**config.mk**
```make
export PLATFORM = sky130hd
export DESIGN_NAME = tdm_demux_flat
export DESIGN_NICKNAME = d
export VERILOG_FILES = /design/src/rtl/tdm_if.sv /design/src/rtl/tdm_demux.sv /design/src/flat_wrapper.sv
export SDC_FILE = /design/constraint.sdc
export NUM_CORES = 1
export LEC_CHECK = 0
export ABC_AREA = 1
export CAP_MARGIN = 20
export CORE_MARGIN = 8
export CORE_UTILIZATION = 48
export DETAILED_ROUTE_END_ITERATION = 8
export MAX_ROUTING_LAYER = met4
export PLACE_DENSITY = 0.82
export SLEW_MARGIN = 20
export SYNTH_ARGS = -nofsm -noshare
export SYNTH_HDL_FRONTEND = slang
export SYNTH_SLANG_ARGS = --single-unit
export TNS_END_PERCENT = 5
```
**constraint.sdc**
```tcl
create_clock -name clk -period 1.4 [get_ports clk]
set_input_delay 0.28 -clock clk [delete_from_list [all_inputs] [get_ports clk]]
set_output_delay 0.28 -clock clk [all_outputs]
set_load 0.01 [all_outputs]
```
**src/rtl/tdm_if.sv**
```systemverilog
// Slot-multiplexed bus bundle between a TDM source and tdm_demux.
// The source drives the beat signals and the demux returns the published frame and status.
interface tdm_if #(
  parameter int WIDTH  = 2,
  parameter int SLOTS  = 4,
  parameter int SLOT_W = 2
);
  logic                   in_valid;
  logic                   in_sync;
  logic [WIDTH-1:0]       in_data;
  logic [SLOTS*WIDTH-1:0] ch_data;
  logic                   frame_valid;
  logic                   locked;
  logic [SLOT_W-1:0]      slot;
  logic                   frame_err;

  modport master (
    output in_valid, in_sync, in_data,
    input  ch_data, frame_valid, locked, slot, frame_err
  );

  modport slave (
    input  in_valid, in_sync, in_data,
    output ch_data, frame_valid, locked, slot, frame_err
  );
endinterface

```
**src/rtl/tdm_demux.sv**
```systemverilog
// TDM receive demultiplexer: locks onto the slot-0 sync bit, routes each word to a
// shadow register, and publishes the whole frame at once; framing faults pulse frame_err.
module tdm_demux #(
  parameter int WIDTH  = 2,
  parameter int SLOTS  = 4,
  parameter int SLOT_W = 2
) (
  input  logic  clk,
  input  logic  rst_n,
  tdm_if.slave  bus
);
  typedef enum logic {HUNT, RUN} state_t;

  localparam logic [SLOT_W-1:0] LAST = SLOT_W'(SLOTS - 1);

  state_t                 r_state, w_state_nxt;
  logic [SLOT_W-1:0]      r_slot, w_slot_nxt;
  logic                   w_load0, w_store, w_publish, w_err;
  logic [WIDTH-1:0]       r_shadow [SLOTS-1];
  logic [SLOTS*WIDTH-1:0] r_ch_data;
  logic                   r_frame_valid;
  logic                   r_frame_err;

  always_ff @(posedge clk or negedge rst_n) begin
    if (!rst_n) begin
      r_state <= HUNT;
      r_slot  <= '0;
    end else begin
      r_state <= w_state_nxt;
      r_slot  <= w_slot_nxt;
    end
  end

  // A sync beat is always accepted as slot 0, even mid-frame, so a slipped source relocks at once.
  always_comb begin
    w_state_nxt = r_state;
    w_slot_nxt  = r_slot;
    w_load0     = 1'b0;
    w_store     = 1'b0;
    w_publish   = 1'b0;
    w_err       = 1'b0;
    if (bus.in_valid) begin
      case (r_state)
        HUNT: begin
          if (bus.in_sync) begin
            w_load0     = 1'b1;
            w_slot_nxt  = SLOT_W'(1);
            w_state_nxt = RUN;
          end
        end
        RUN: begin
          if (bus.in_sync) begin
            w_load0    = 1'b1;
            w_slot_nxt = SLOT_W'(1);
            w_err      = (r_slot != '0);
          end else if (r_slot == '0) begin
            w_err       = 1'b1;
            w_state_nxt = HUNT;
          end else if (r_slot == LAST) begin
            w_publish  = 1'b1;
            w_slot_nxt = '0;
          end else begin
            w_store    = 1'b1;
            w_slot_nxt = r_slot + SLOT_W'(1);
          end
        end
        default: w_state_nxt = HUNT;
      endcase
    end
  end

  // The last word bypasses the shadow bank and lands in ch_data on the publish edge.
  always_ff @(posedge clk or negedge rst_n) begin
    if (!rst_n) begin
      for (int k = 0; k < SLOTS - 1; k++) r_shadow[k] <= '0;
      r_ch_data     <= '0;
      r_frame_valid <= 1'b0;
      r_frame_err   <= 1'b0;
    end else begin
      r_frame_valid <= w_publish;
      r_frame_err   <= w_err;
      if (w_load0) r_shadow[0] <= bus.in_data;
      if (w_store) r_shadow[r_slot] <= bus.in_data;
      if (w_publish) begin
        for (int k = 0; k < SLOTS - 1; k++) r_ch_data[k*WIDTH +: WIDTH] <= r_shadow[k];
        r_ch_data[(SLOTS-1)*WIDTH +: WIDTH] <= bus.in_data;
      end
    end
  end

  assign bus.ch_data     = r_ch_data;
  assign bus.frame_valid = r_frame_valid;
  assign bus.frame_err   = r_frame_err;
  assign bus.locked      = (r_state == RUN);
  assign bus.slot        = r_slot;
endmodule

```
**src/flat_wrapper.sv**
```systemverilog
// flat-port wrapper written by rule: the top's interface ports become plain ports
module tdm_demux_flat 
#(
  parameter int WIDTH  = 2,
  parameter int SLOTS  = 4,
  parameter int SLOT_W = 2
)
  (clk, rst_n, bus_in_valid, bus_in_sync, bus_in_data, bus_ch_data, bus_frame_valid, bus_locked, bus_slot, bus_frame_err);
  tdm_if #(.WIDTH(WIDTH), .SLOTS(SLOTS), .SLOT_W(SLOT_W)) bus_i ();
  input  logic clk;
  input  logic rst_n;
  input wire logic [$bits(bus_i.in_valid)-1:0] bus_in_valid;
  input wire logic [$bits(bus_i.in_sync)-1:0] bus_in_sync;
  input wire logic [$bits(bus_i.in_data)-1:0] bus_in_data;
  output wire logic [$bits(bus_i.ch_data)-1:0] bus_ch_data;
  output wire logic [$bits(bus_i.frame_valid)-1:0] bus_frame_valid;
  output wire logic [$bits(bus_i.locked)-1:0] bus_locked;
  output wire logic [$bits(bus_i.slot)-1:0] bus_slot;
  output wire logic [$bits(bus_i.frame_err)-1:0] bus_frame_err;
  assign bus_i.in_valid = bus_in_valid;
  assign bus_i.in_sync = bus_in_sync;
  assign bus_i.in_data = bus_in_data;
  assign bus_ch_data = bus_i.ch_data;
  assign bus_frame_valid = bus_i.frame_valid;
  assign bus_locked = bus_i.locked;
  assign bus_slot = bus_i.slot;
  assign bus_frame_err = bus_i.frame_err;
  tdm_demux #(.WIDTH(WIDTH), .SLOTS(SLOTS), .SLOT_W(SLOT_W)) u_core (.clk(clk), .rst_n(rst_n), .bus(bus_i));
endmodule
```
==> metrics, run 1 <==
Die Height=58.9 µm; router iterations before antenna repair=4; fin. max-slew vios=0; Nets=about 150; dominant cell by count in the synthesized netlist=nand2_1; first-pass GRT wire length=3390 µm; Num CTS Buffers=3; TritonCTS Sinks=19; Hold Crit Class=input port to asynchronous set/reset pin; root buf cell=clkbuf_4; Comb pwr share=between 40% and 50%; Post-synth EDFFs=0; Fin Setup TNS=0 ns; CP bufs+invs=2; Worst Path Max Fanout=6; Area growth syn-to-layout=44.5%; leading post-synthesis cells by cell area=dfrtp_1 (54%), nand2_1 (16%), ha_1 (7.1%); DRC=0; vias in the first global route=~800; Final Hold Fails=0; TritonCTS clock tree=built; Finished Cell Area=1270 µm²; Pleak=0.680 nW; hpwl dp=1430 µm; final setup fails=0; FMAX=approximately 0.73 GHz; placed cell areas=1170 µm²; Ys Warns=0; Peak VDD IR=0.920 mV; CTS clk-pin slew, worst paths=0.10 ns; slowest CP cell=dfrtp_1; slew margin rel.=between 70% and 80%; clk_lat worst skew=0.30 ns; initial antenna violation count=0; Tot GR Track Use=12.9%; IO buf count=18; clock skew=0.000959 ns; CP Launch Type=register; filler cell count=142; DR iter-0 viols=17; vias=792; Top Family by Delay on Critical Path=simple AND/OR/NAND/NOR gates; Clk pwr share=13.9%; worst path arrival time=approximately 1.6 ns; WL final=2160 µm; CP Class=register to register; via/cell ratio=around 5.0; Initial Util=between 50% and 60%; Mapped Cells=98; sequential-to-total area share from yosys stat=53.9%; cell accounting for the most synthesized area=dfrtp_1; P_sw=0.000734 W; flops & latches, synth=19; Slew @ Worst Pin=0.306 ns; P per Cell Area=1580 nW/µm²; final RePlAce weighted congestion=0.813; layout cells sized above 1=29.1%; worst stage delay on the critical path=about 0.38 ns; H-tree depth=1; grt total ovfl=0; Pwr Total=0.00202 W; CP cell instances=buf_6 > inv_2 > ha_4 > nand3_4 > nor2_4 > nand3_2 > nand2_2; Internal Power=0.00128 W; # diodes=0; Total Die Area=around 3500 µm²; largest net degree at the start of global routing=20; Async S/R FF share, synth=100%; min cycle time layout=1.37 ns; WL/cell=~14 µm; synth cell count leaders=nand2_1 (37), dfrtp_1 (19), nand3_1 (7); CP Data Required Time=~1.7 ns; die width=roughly 60 µm; # rows=15; Seq pwr share=41.6%; RSZ-0062 raised after global routing=true; syn nets=109; core area=around 1700 µm²; io pins=19; top_reg_cell synth=dfrtp_1; clk buf depth=2; sw frac=36.4%; Netlist Area Pre-Place=around 880 µm²; unique cell type count in the Yosys netlist=18; mean area per synthesized cell=about 9 µm²; outcome=completed; Max-cap violations=0; Post-DRT Antenna Nets=0; Crit. End Element=register; post-synth top area share=53.9%; Tcrit/Tclk final=98.0%
-- final timing paths --
kind	from	to	slack, ns	cells past startpoint
setup reg to reg	u_core.bus.slot[1]	u_core.r_shadow[5]	0.03	7
hold reg to reg	u_core.bus.ch_data[3]	u_core.bus.ch_data[3]	0.48	2
min in group clk	u_core.bus.ch_data[3]	u_core.bus.ch_data[3]	0.48	2
hold / removal	rst_n	u_core.bus.ch_data[1]	0.29	2
max in group asynchronous	rst_n	u_core.bus.slot[1]	0.92	2
setup / recovery	u_core.bus.slot[1]	u_core.r_shadow[5]	0.03	7
-- layout make-up --
class	instances	area (µm²)	area share, %
tap	25	31.3	2.45
clock buffer	4	26.3	2.06
inverter	8	30.0	2.36
multi-input combinational	69	423	33.2
sequential	19	475	37.3
timing repair buffer	34	289	22.7
-- routing by layer --
layer  up-vias  GRT usage, %  routed length, µm
met4         0          7.51                 29
li1        384             -                  -
met2        24          22.6               1130
met1       381          12.5                850
met5         -             -                  0
met3         3          3.70                152
-- cell families after synthesis --
group / count (synthesis) / synth area share, %
flip-flops: 19 / 53.9
adder cells (fa/ha/maj): 5 / 7.09
AND/OR/NAND/NOR: 56 / 28.4
buffers and inverters: 10 / 5.25
AO/OA/AOI/OAI: 8 / 5.39
-- worst register-to-register path: stages, from the launching register on --
cell and delay, ns:
dfrtp_1 0.38, buf_6 0.12, inv_2 0.05, ha_4 0.27, nand3_4 0.08, nor2_4 0.24, nand3_2 0.10, nand2_2 0.08
-- per-stage QoR --
step / worst slack [ns] / instances / util (%) / hold WS (ns)
finish: 0.0273 / 159 / 73.8 / 0.290
global route: -0.0474 / 159 / 73.8 / 0.312
CTS: 0.00181 / 157 / 69.3 / 0.300
detailed placement: -0.150 / 151 / 67.6 / 0.460
global placement: -0.101 / 151 / 67.6 / 0.456
floorplan: 0.0659 / 98 / - / -0.0156
-- power by group through the flow --
stage | clock (W) | combinational (W) | sequential (W)
3_5_place_dp | 0 | 0.000812 | 0.000870
5_1_grt | 0.000308 | 0.000999 | 0.000862
3_3_place_gp | 0 | 0.000791 | 0.000858
2_1_floorplan | 0 | 0.000320 | 0.000917
6_report | 0.000281 | 0.000896 | 0.000840
4_1_cts | 0.000286 | 0.000773 | 0.000842
-- repair_timing --
| action | CTS | global route |
|---|---|---|
| setup buffers | 2 | 2 |
| gates resized for setup | 14 | 13 |
| setup endpoints to repair | 14 | 9 |
| hold buffers | 0 | 0 |
| pin swaps | 0 | 3 |
-- cells in the final DEF (no fill, tap or decap) --
master / n
nand3_4: 1
ha_1: 4
clkdlybuf4s15_1: 1
nand2_2: 4
o21ai_1: 1
buf_4: 15
dlygate4sd2_1: 12
nand4_1: 3
o21ai_0: 4
clkdlybuf4s50_1: 5
nor2_1: 3
ha_4: 1
nand3_2: 7
o21ai_2: 2
nand2_1: 36
dfrtp_1: 19
a21oi_1: 1
buf_6: 1
inv_2: 3
clkbuf_4: 3
clkbuf_1: 1
nor2_4: 2
inv_1: 5
No activity file was read; power rests on OpenSTA's default activity.
==> run 2, diff against run 1 <==
--- a/config.mk
+++ b/config.mk
@@ -11,9 +11,9 @@
 export CORE_UTILIZATION = 48
 export DETAILED_ROUTE_END_ITERATION = 8
 export MAX_ROUTING_LAYER = met4
-export PLACE_DENSITY = 0.82
+export PLACE_DENSITY = 0.86
 export SLEW_MARGIN = 20
 export SYNTH_ARGS = -nofsm -noshare
 export SYNTH_HDL_FRONTEND = slang
 export SYNTH_SLANG_ARGS = --single-unit
-export TNS_END_PERCENT = 5
+export TNS_END_PERCENT = 20
==> run 2 against run 1 <==
  * Non-clock buffer count is 1 higher
  * Sequential cell count stayed put
  * Die area stayed put
  * Clock-buffer cell count is 1 lower
  * Register-to-register slack worse by 0.02 ns
  * Combinational power is 3.1% higher
  * Critical path depth stayed put
  * Maximum frequency is 1.5% lower
  * Clock power hardly changed
  * Sequential share of layout area is 0.72 points lower
  * Total power is 1.5% higher
  * Critical path type unchanged
  * Largest power group unchanged
  * Highest routed layer unchanged
==> metrics, run 2 (synthesis results as in run 1) <==
outcome=completed; clk_lat worst skew=0.30 ns (about the same); WL final=2140 µm (-0.83%); largest net degree at the start of global routing=20 (unchanged); vias=797 (+0.63%); core area=1730 µm² (unchanged); layout cells sized above 1=31.1% (+2.0 points); P_sw=0.000755 W (+2.8%); Initial Util=51.1% (unchanged); Num CTS Buffers=3 (unchanged); CP Class=register to register; Area growth syn-to-layout=47.4%; clk buf depth=2 (unchanged); vias in the first global route=817 (+1.7%); slew margin rel.=83.8% (+4.2 points); Worst Path Max Fanout=3 (-3); most common cell after layout, fill and taps aside=nand2_1; FMAX=0.718 GHz (-1.5%); initial antenna violation count=0 (unchanged); final setup fails=0 (unchanged); Hold Crit Class=input port to asynchronous set/reset pin; Placed Cells=151 (unchanged); DR iter-0 viols=32 (+15); TritonCTS clock tree=built; Tcrit/Tclk final=99.5% (+1.5 points); worst path arrival time=1.63 ns (about the same); Comb pwr share=45.1% (+0.7 points); sw frac=36.9% (+0.47 points); hold-fix buffers at CTS=0 (unchanged); Peak VDD IR=0.963 mV (+4.7%); Pleak=0.695 nW (+2.1%); router iterations before antenna repair=4 (unchanged); Seq pwr share=41.0% (-0.6 points); Fin Setup TNS=0 ns (unchanged); Crit. End Element=register; root buf cell=clkbuf_4; fin. max-slew vios=0 (unchanged); WL/cell=13.4 µm (-1.5%); via/cell ratio=4.98 (about the same); first-pass GRT wire length=3460 µm (+2.0%); Die Height=58.9 µm (unchanged); grt total ovfl=0 (unchanged); most frequent cells in the layout=nand2_1 (35), dfrtp_1 (19), buf_4 (15); # diodes=0 (unchanged); final RePlAce weighted congestion=0.825 (+1.5%); hpwl dp=1490 µm (+4.7%); Tot GR Track Use=12.8% (-0.16 points); die width=58.9 µm (unchanged); Max-cap violations=0 (unchanged); CP Launch Type=register; clock skew=0.00944 ns (+0.00849 ns); io pins=19 (unchanged); Total Die Area=3470 µm² (unchanged); Layout Cells excl Fill=160 (+0.63%); Post-DRT Antenna Nets=0 (unchanged); DRC=0 (unchanged); Slew @ Worst Pin=0.243 ns (-0.0628 ns); Nets=147 (+0.68%); TritonCTS Sinks=19 (unchanged); PnR worst setup slack=0.00684 ns (-0.0205 ns); Place WS=-0.194 ns (-0.0441 ns); Internal Power=0.00129 W (+0.71%); Clk pwr share=13.9% (about the same); P per Cell Area=1580 nW/µm² (-0.49%); CP Data Required Time=1.64 ns (about the same); Pwr Total=0.00205 W (+1.5%); IO buf count=18 (unchanged); H-tree depth=1 (unchanged); Final Hold Fails=0 (unchanged); min cycle time layout=1.39 ns (+0.0205 ns); # rows=15 (unchanged); CTS clk-pin slew, worst paths=0.12 ns (+0.02 ns)
[run 2: timing repair]
| item | 4_1_cts | 5_1_grt |
|---|---|---|
| pin swaps | 0 | 4 |
| gates resized for setup | 14 | 14 |
| setup buffers | 4 | 2 |
| setup endpoints to repair | 19 | 16 |
[run 2: cell type report]
type                            count  area [µm²]
Timing Repair Buffer               35         308
Inverter                            8        30.0
Tap cell                           25        31.3
Clock buffer                        3        22.5
Sequential cell                    19         475
Clock inverter                      1        5.00
Fill cell                         139         427
Multi-Input combinational cell     69         428
[run 2: through the flow]
step	instance area (µm²)	util, %	hold WS, ns
6_report	1300	75.3	0.291
5_1_grt	1300	75.3	0.321
4_1_cts	1230	71.0	0.304
3_5_place_dp	1180	68.3	0.460
3_3_place_gp	1180	68.3	0.455
2_1_floorplan	882	-	-0.0156
[run 2: worst paths after layout]
| kind | start | end | slack, ns | cells after the start |
|---|---|---|---|---|
| worst min register to register | u_core.r_shadow[5] | u_core.bus.ch_data[1] | 0.48 | 2 |
| worst min-delay path | rst_n | u_core.r_shadow[4] | 0.29 | 2 |
| worst max register to register | u_core.bus.slot[0] | register | 0.007 | 7 |
| max in group asynchronous | rst_n | asynchronous set/reset pin | 0.90 | 2 |
| worst max-delay path | u_core.bus.slot[0] | register | 0.007 | 7 |
| min in group clk | u_core.r_shadow[5] | u_core.bus.ch_data[1] | 0.48 | 2 |
[run 2: critical path: stages, from the launching register on]
cell,delay (ns)
dfrtp_1,0.42
buf_6,0.13
buf_4,0.12
buf_4,0.13
ha_1,0.25
nand4_1,0.14
nand2_1,0.07
nand2_1,0.07
[run 2: per-layer routing]
layer / up-vias / track usage, % / wire [µm]
met3: 10 / 3.26 / 149
met4: 0 / 3.75 / 55
met2: 34 / 22.4 / 1090
li1: 387 / - / -
met1: 366 / 13.8 / 844
met5: - / - / 0
[run 2: power by group through the flow]
| stage | clock, W | combinational (W) | sequential, W |
|---|---|---|---|
| floorplan | 0 | 0.000320 | 0.000917 |
| global placement | 0 | 0.000793 | 0.000859 |
| detailed placement | 0 | 0.000825 | 0.000871 |
| CTS | 0.000279 | 0.000817 | 0.000837 |
| global route | 0.000299 | 0.00101 | 0.000871 |
| finish | 0.000284 | 0.000924 | 0.000840 |
